--- src/rtl/bin_to_bcd_serial_if.sv ---
// Request/result bundle of the serial binary-to-BCD converter.
// The requester drives start/bin_in; the converter answers with busy/done/bcd_out/overflow.
`timescale 1ns/1ps
interface bin_to_bcd_serial_if #(
    parameter int BIT_SIZE = 20,
    parameter int DIGITS   = 6
);
    // Handshake: start is a request that is only honoured while the converter is idle
    // (busy=0 and done=0); bin_in is captured on that accepted cycle. Requests made while
    // busy or during the done cycle are dropped, not queued. done is a one-cycle pulse and
    // bcd_out/overflow are valid from that cycle until the next done.
    logic                  start;
    logic [BIT_SIZE-1:0]   bin_in;
    logic                  busy;
    logic                  done;
    logic [4*DIGITS-1:0]   bcd_out;
    logic                  overflow;

    modport master (
        output start, bin_in,
        input  busy, done, bcd_out, overflow
    );

    modport slave (
        input  start, bin_in,
        output busy, done, bcd_out, overflow
    );
endinterface

--- src/rtl/bin_to_bcd_serial.sv ---
// Iterative double-dabble converter: one shift per clock, saturating to all nines
// when the input does not fit in DIGITS decimal digits.
`timescale 1ns/1ps
module bin_to_bcd_serial #(
    parameter int BIT_SIZE = 20,
    parameter int DIGITS   = 6
) (
    input  logic                 clk,
    input  logic                 rst,
    bin_to_bcd_serial_if.slave   bus,
    output logic [1:0]           dbg_state
);
    localparam int CNT_W = $clog2(BIT_SIZE + 1);
    localparam int BCD_W = 4 * DIGITS;

    function automatic logic [63:0] pow10(input int n);
        logic [63:0] r;
        r = 64'd1;
        for (int k = 0; k < n; k++) r = r * 64'd10;
        return r;
    endfunction

    localparam logic [63:0]      MAX_VAL = pow10(DIGITS) - 64'd1;
    localparam logic [BCD_W-1:0] NINES   = {DIGITS{4'h9}};

    typedef enum logic [1:0] {
        IDLE  = 2'd0,
        SHIFT = 2'd1,
        DONE  = 2'd2
    } state_t;

    state_t              state, state_next;
    logic [BIT_SIZE-1:0] shreg, shreg_next;
    logic [BCD_W-1:0]    scratch, scratch_next;
    logic [BCD_W-1:0]    adj;
    logic [CNT_W-1:0]    cnt, cnt_next;
    logic                ovf_pend, ovf_pend_next;
    logic [BCD_W-1:0]    bcd_q, bcd_next;
    logic                ovf_q, ovf_next;
    logic                busy_q, done_q;

    always_ff @(posedge clk or posedge rst) begin
        if (rst) begin
            state    <= IDLE;
            shreg    <= '0;
            scratch  <= '0;
            cnt      <= '0;
            ovf_pend <= 1'b0;
            bcd_q    <= '0;
            ovf_q    <= 1'b0;
            busy_q   <= 1'b0;
            done_q   <= 1'b0;
        end else begin
            state    <= state_next;
            shreg    <= shreg_next;
            scratch  <= scratch_next;
            cnt      <= cnt_next;
            ovf_pend <= ovf_pend_next;
            bcd_q    <= bcd_next;
            ovf_q    <= ovf_next;
            // Flags are registered from the next state so they line up with it exactly.
            busy_q   <= (state_next == SHIFT);
            done_q   <= (state_next == DONE);
        end
    end

    always_comb begin
        state_next    = state;
        shreg_next    = shreg;
        scratch_next  = scratch;
        cnt_next      = cnt;
        ovf_pend_next = ovf_pend;
        bcd_next      = bcd_q;
        ovf_next      = ovf_q;

        adj = scratch;
        for (int i = 0; i < DIGITS; i++) begin
            if (adj[4*i +: 4] >= 4'd5) adj[4*i +: 4] = adj[4*i +: 4] + 4'd3;
        end

        unique case (state)
            IDLE: begin
                if (bus.start) begin
                    shreg_next    = bus.bin_in;
                    scratch_next  = '0;
                    cnt_next      = CNT_W'(BIT_SIZE);
                    ovf_pend_next = (64'(bus.bin_in) > MAX_VAL);
                    state_next    = SHIFT;
                end
            end
            SHIFT: begin
                // The top bit of the adjusted scratch falls off; overflow covers that case.
                scratch_next = {adj[BCD_W-2:0], shreg[BIT_SIZE-1]};
                shreg_next   = {shreg[BIT_SIZE-2:0], 1'b0};
                cnt_next     = cnt - CNT_W'(1);
                if (cnt == CNT_W'(1)) begin
                    state_next = DONE;
                    bcd_next   = ovf_pend ? NINES : scratch_next;
                    ovf_next   = ovf_pend;
                end
            end
            DONE: begin
                state_next = IDLE;
            end
            default: begin
                state_next = IDLE;
            end
        endcase
    end

    assign bus.busy     = busy_q;
    assign bus.done     = done_q;
    assign bus.bcd_out  = bcd_q;
    assign bus.overflow = ovf_q;
    assign dbg_state    = state;
endmodule

--- src/flat_wrapper.sv ---
// flat-port wrapper written by rule: the top's interface ports become plain ports
module bin_to_bcd_serial_flat 
#(
    parameter int BIT_SIZE = 20,
    parameter int DIGITS   = 6
)
  (clk, rst, dbg_state, bus_start, bus_bin_in, bus_busy, bus_done, bus_bcd_out, bus_overflow);
  bin_to_bcd_serial_if #(.BIT_SIZE(BIT_SIZE), .DIGITS(DIGITS)) bus_i ();
  input  logic clk;
  input  logic rst;
  output logic [1:0] dbg_state;
  input wire logic [$bits(bus_i.start)-1:0] bus_start;
  input wire logic [$bits(bus_i.bin_in)-1:0] bus_bin_in;
  output wire logic [$bits(bus_i.busy)-1:0] bus_busy;
  output wire logic [$bits(bus_i.done)-1:0] bus_done;
  output wire logic [$bits(bus_i.bcd_out)-1:0] bus_bcd_out;
  output wire logic [$bits(bus_i.overflow)-1:0] bus_overflow;
  assign bus_i.start = bus_start;
  assign bus_i.bin_in = bus_bin_in;
  assign bus_busy = bus_i.busy;
  assign bus_done = bus_i.done;
  assign bus_bcd_out = bus_i.bcd_out;
  assign bus_overflow = bus_i.overflow;
  bin_to_bcd_serial #(.BIT_SIZE(BIT_SIZE), .DIGITS(DIGITS)) u_core (.clk(clk), .rst(rst), .bus(bus_i), .dbg_state(dbg_state));
endmodule
--- config.mk ---
export PLATFORM = sky130hd
export DESIGN_NAME = bin_to_bcd_serial_flat
export DESIGN_NICKNAME = d
export VERILOG_FILES = /design/src/rtl/bin_to_bcd_serial_if.sv /design/src/rtl/bin_to_bcd_serial.sv /design/src/flat_wrapper.sv
export SDC_FILE = /design/constraint.sdc
export NUM_CORES = 1
export LEC_CHECK = 0
export ABC_AREA = 1
export CAP_MARGIN = 10
export CORE_MARGIN = 2
export CORE_UTILIZATION = 55
export DETAILED_ROUTE_END_ITERATION = 8
export MAX_ROUTING_LAYER = met4
export PLACE_DENSITY = 0.79
export SLEW_MARGIN = 20
export SYNTH_ARGS = -nofsm -noshare
export SYNTH_HDL_FRONTEND = slang
export SYNTH_SLANG_ARGS = --single-unit
--- constraint.sdc ---
create_clock -name clk -period 2.65 [get_ports clk]
set_input_delay 0.265 -clock clk [delete_from_list [all_inputs] [get_ports clk]]
set_output_delay 0.265 -clock clk [all_outputs]
set_load 0.1 [all_outputs]
Yosys cells after proc, flatten, opt, wreduce, memory -nomap -nowiden. Index checks and enable logic that the tools add are counted. Widths: inputs -> output; s select.

Reduce and logical (&&, ||, !) cells: 5. Mux-type cells: 16. Order comparisons: 7. Add/sub/neg operators: 7. Equality and inequality tests: 5.

Operator list (number): $mux 24 (2); $pmux 24 s2 (1); $pmux 20 s2 (1); $ge 4x3->1 const B (6); $add 4x2->4 const B (5); $gt 20x20->1 const B (1); $mux 20 (1); $mux 4 (5); $pmux 5 s2 (1); $reduce_and 2->1 (3); $eq 5x1->1 const B (1); $mux 5 (1); $sub 5x1->5 const B (1); $eq 2x1->1 const B (2); $mux 2 (2); $pmux 2 s2 (1); $add 3x2->3 const B (1); $mux 3 (1); $eq 2x2->1 const B (1); $logic_not 2->1 (1); $ne 2x2->1 const B (1); $reduce_bool 2->1 (1).

Word-level logic and storage cells: 49. Register bits after elaboration: 79. Input port bits: 23. Output and inout bits: 29.

Logic depth before layout (Yosys ltp).
Word-level depth: 4. Gate-level depth with buffers: 9. Mapped depth without buffers: 9.

Worst setup path before layout. Ideal clock, no wire load.

Path type: flip-flop to flip-flop. From: register u_core.state[1], in the netlist u_core.dbg_state[1]. To: register u_core.shreg[1]. Clock period less this slack: 1.914 ns. Slack: 0.736 ns. Data required time: 2.526 ns. Data arrival time: 1.790 ns. Buffers on the path: 1. Setup time: 0.124 ns. Stages on the path, launching flop included: 7. Cells stage by stage: dfrtp_1 inv_1 nand2_2 clkinv_1 clkbuf_1 nand2_1 nand3_1.

Longest elaborated chain between the ends: 3. Elaborated cells between the ends (all ways): 6. Those cells by class: eq/ne (2); mux (1); reduce/logical (3).

RTL lines: start: declaration (RTL line bin_to_bcd_serial.sv:32) `state_t state, state_next;`; start signal: assignment (RTL line bin_to_bcd_serial.sv:54) `state <= state_next;`; $eq 2x1->1 or $logic_not 2->1 (tied branches) (RTL line bin_to_bcd_serial.sv:81) `unique case (state)`; $reduce_bool 2->1 (no line) or $ne 2x2->1 (tied branches); $reduce_and 2->1 (no line); end signal: assignment (RTL line bin_to_bcd_serial.sv:55) `shreg <= shreg_next;`; end: declaration (RTL line bin_to_bcd_serial.sv:33) `logic [BIT_SIZE-1:0] shreg, shreg_next;`.

Parallel ways exist; a longest one is shown, timed or not. A chain may end at the register's enable or synchronous reset.

Final worst setup path.
From: register u_core.state[0], in the netlist u_core.dbg_state[0]. To: register u_core.shreg[8].

Same word-level chain as after synthesis.

==> results.json <==
{
  "critPathCaptureType": "register",
  "synth_area_per_cell_um2": 8.11,
  "run_status": "completed",
  "tightestPinTransition_ns": 0.929,
  "worstPathMaxFanout": 30,
  "timing.setup.critical_path_class": "reg2reg",
  "core_area_mm2": 0.00672,
  "worstSkewPairLatency_ns": 0.34,
  "wire_per_inst_um": 13.0,
  "globalRoute.totalOverflow": 0,
  "synthesis.area_mm2": 0.00376,
  "drt-total-wl_mm": 7.81,
  "rsz0062_at_grt": "false",
  "areaGrowthSynthToFinish_pct": 18.7,
  "hp-class": "in2async",
  "grt_util_met3": 0.0543,
  "cts_resized": 0,
  "layout_cell_share_with_drive_strength_beyond_1": 0.107,
  "vias_post_dr": 3146,
  "chipWidth_um": 86.7,
  "global_route.usage.met2": 0.371,
  "global_routing_s_busiest_layer": "met2",
  "synthFlopType": "sky130_fd_sc_hd__dfrtp_1",
  "synth_largest_type_area_fraction": 0.525,
  "post_synth_num_cell_types": 26,
  "diodes": 0,
  "timing.fmax_mhz": 538,
  "vias_per_instance": 5.23,
  "ant_nets": 0,
  "post-route-drc-count": 0,
  "tritoncts": "yes",
  "cts-root-buf": "sky130_fd_sc_hd__clkbuf_8",
  "clock-skew-final_ns": 0.00853,
  "worst_ep_arrival_time_ns": 2.11,
  "ys_top_cells_by_area": "sky130_fd_sc_hd__dfrtp_1, sky130_fd_sc_hd__nand2_1, sky130_fd_sc_hd__nand3_1",
  "initial_antenna_violation_count": 0,
  "clock_sink_count": 79,
  "layout_min_cycle_time_ns": 1.86,
  "final_cell_area_mm2": 0.00447,
  "post_cts_buffers": 0,
  "finalHoldViolCount": 0,
  "max_cap_viol_count": 0,
  "fillCellCount": 564,
  "detail_route.first_pass.iterations": 4,
  "number_of_violations_reported_at_the_end_of_detailed_routing_iteration_0": 158,
  "required_ns": 2.90,
  "critical_path.startpoint_type": "register",
  "ctsHtreeMaxLevel": 3,
  "cp_slowest_stage_delay_ns": 0.70,
  "place.gp.congestion": 0.784,
  "cp_common_cell": "sky130_fd_sc_hd__nand2_1",
  "initial_core_util": 0.560,
  "finalSetupTns_ns": 0,
  "yosys_warnings": 0,
  "worst_slew_margin_rel": 0.380,
  "async_flop_share": 1.00,
  "report.final.slew_viol_count": 0,
  "die-height_um": 86.7,
  "synthDominantAreaCellType": "sky130_fd_sc_hd__dfrtp_1",
  "tritoncts.num_buffers": 9,
  "vias_in_the_first_global_route": 2985,
  "final_count_of_negative_setup_slack_endpoints": 0,
  "critical_path.slowest_cell": "sky130_fd_sc_hd__inv_1",
  "synth_edf_count": 0,
  "grt_use_met1": 0.300,
  "wire_length_of_the_first_global_routing_pass_mm": 13.4,
  "ctsLongestPathBuffers": 2,
  "clk_transition_reported_paths_ns": 0.08,
  "finish.net_count": 554,
  "synth-seq-cells": 79,
  "largest_net_degree_at_the_start_of_global_routing": 38,
  "most_repeated_cell_in_the_gate_level_netlist_after_synthesis": "sky130_fd_sc_hd__nand2_1",
  "place_area_mm2": 0.00427,
  "io_pins": 52,
  "numPortBuffers": 51,
  "core.rowCount": 30,
  "syn_nets": 501,
  "place.detailed.hpwl_mm": 5.48,
  "die_area_mm2": 0.00752,
  "ctsHoldBuffers": 0,
  "syn-instance-count": 464,
  "synth_common_cells": "sky130_fd_sc_hd__nand2_1, sky130_fd_sc_hd__dfrtp_1, sky130_fd_sc_hd__inv_1",
  "synth-seq-area-share": 0.525,
  "track_usage": 0.233,
  "post-route-period-util": 0.701,
  "crit_chain": "nand2_2 > nand2_1 > inv_1 > nand2_1 > o211ai_1"
}
flip-flops by register name (all words and copies together), names as in the netlist:
register and flops:
u_core.shreg 20, u_core.bus.done 1, u_core.cnt 5, u_core.dbg_state 2
u_core.ovf_pend 1, u_core.bus.overflow 1, u_core.scratch 24, u_core.bus.busy 1
u_core.bus.bcd_out 24
layer usage:
metal	wire length, um	up-vias	share of wire
met5	0	-	0
met4	89	0	0.011
met3	456	9	0.058
met2	3690	91	0.47
met1	3580	1459	0.46
li1	-	1587	-
cell usage in the layout (no fill, tap or decap):
cell and count:
sky130_fd_sc_hd__nand2_2 1, sky130_fd_sc_hd__o22ai_1 8, sky130_fd_sc_hd__o221ai_1 1, sky130_fd_sc_hd__buf_4 33, sky130_fd_sc_hd__nand2_1 178, sky130_fd_sc_hd__o21ai_0 28, sky130_fd_sc_hd__clkbuf_8 10, sky130_fd_sc_hd__ha_1 14
sky130_fd_sc_hd__nor2_1 25, sky130_fd_sc_hd__nand4_1 6, sky130_fd_sc_hd__clkinvlp_4 1, sky130_fd_sc_hd__nor2_4 1, sky130_fd_sc_hd__a21oi_1 13, sky130_fd_sc_hd__inv_2 4, sky130_fd_sc_hd__clkinv_2 1, sky130_fd_sc_hd__clkdlybuf4s50_1 22
sky130_fd_sc_hd__nor2_8 1, sky130_fd_sc_hd__o211ai_1 3, sky130_fd_sc_hd__bufinv_16 1, sky130_fd_sc_hd__clkinv_1 1, sky130_fd_sc_hd__clkbuf_1 3, sky130_fd_sc_hd__a22o_1 1, sky130_fd_sc_hd__buf_12 1, sky130_fd_sc_hd__nor2_2 1
sky130_fd_sc_hd__nor3_1 1, sky130_fd_sc_hd__nand3_1 39, sky130_fd_sc_hd__dfrtp_1 79, sky130_fd_sc_hd__inv_1 44, sky130_fd_sc_hd__nand2_4 1
final cells by class:
type / instances / area [um^2] / share of cell area
Clock buffer: 13 / 149 / 0.0333
Clock inverter: 3 / 42.5 / 0.00953
Inverter: 49 / 184 / 0.0412
Multi-Input combinational cell: 322 / 1530 / 0.342
Sequential cell: 79 / 1980 / 0.443
Tap cell: 80 / 100 / 0.0224
Timing Repair Buffer: 56 / 488 / 0.109
critical path, delay by kind of cell, from the launching register on:
family / cells / cell delay (ns)
buffers and inverters: 1 / 0.70
AND/OR/NAND/NOR: 3 / 0.54
flip-flops: 1 / 0.42
AO/OA/AOI/OAI: 1 / 0.11
path summary, 6_finish.rpt:
check | startpoint | to | slack, ns | cells past startpoint
max in group asynchronous | rst | u_core.bus.bcd_out[10]$_DFFE_PP0P_ | 1.68 | 3
min in group clk | u_core.bus.bcd_out[10]$_DFFE_PP0P_ | u_core.bus.bcd_out[10]$_DFFE_PP0P_ | 0.48 | 2
max reg2reg | u_core.dbg_state[0]$_DFF_PP0_ | u_core.shreg[8]$_DFFE_PP0P_ | 0.79 | 5
min | rst | u_core.shreg[11]$_DFFE_PP0P_ | 0.31 | 2
min reg2reg | u_core.bus.bcd_out[10]$_DFFE_PP0P_ | u_core.bus.bcd_out[10]$_DFFE_PP0P_ | 0.48 | 2
max | u_core.dbg_state[0]$_DFF_PP0_ | u_core.shreg[8]$_DFFE_PP0P_ | 0.79 | 5
through the flow:
step / hold WS (ns) / utilization / worst slack [ns] / instances
2_1_floorplan: 0.398 / - / 0.362 / 464
3_3_place_gp: 0.464 / 0.636 / 0.767 / 586
3_5_place_dp: 0.468 / 0.636 / 0.756 / 586
4_1_cts: 0.313 / 0.665 / 0.771 / 602
5_1_grt: 0.336 / 0.665 / 0.522 / 602
6_report: 0.305 / 0.665 / 0.792 / 602
kinds of logic (layout without fill, tap and decap cells):
| family | after synthesis | count (layout) | share of synthesized area |
|---|---|---|---|
| AND/OR/NAND/NOR | 254 | 254 | 0.280 |
| flip-flops | 79 | 79 | 0.525 |
| buffers and inverters | 63 | 121 | 0.0695 |
| AO/OA/AOI/OAI | 54 | 54 | 0.0785 |
| adder cells (fa/ha/maj) | 14 | 14 | 0.0465 |
Power is left out: the tool's default activity adds up to more than one toggle a clock period on the data nets, which glitch-free logic cannot reach.
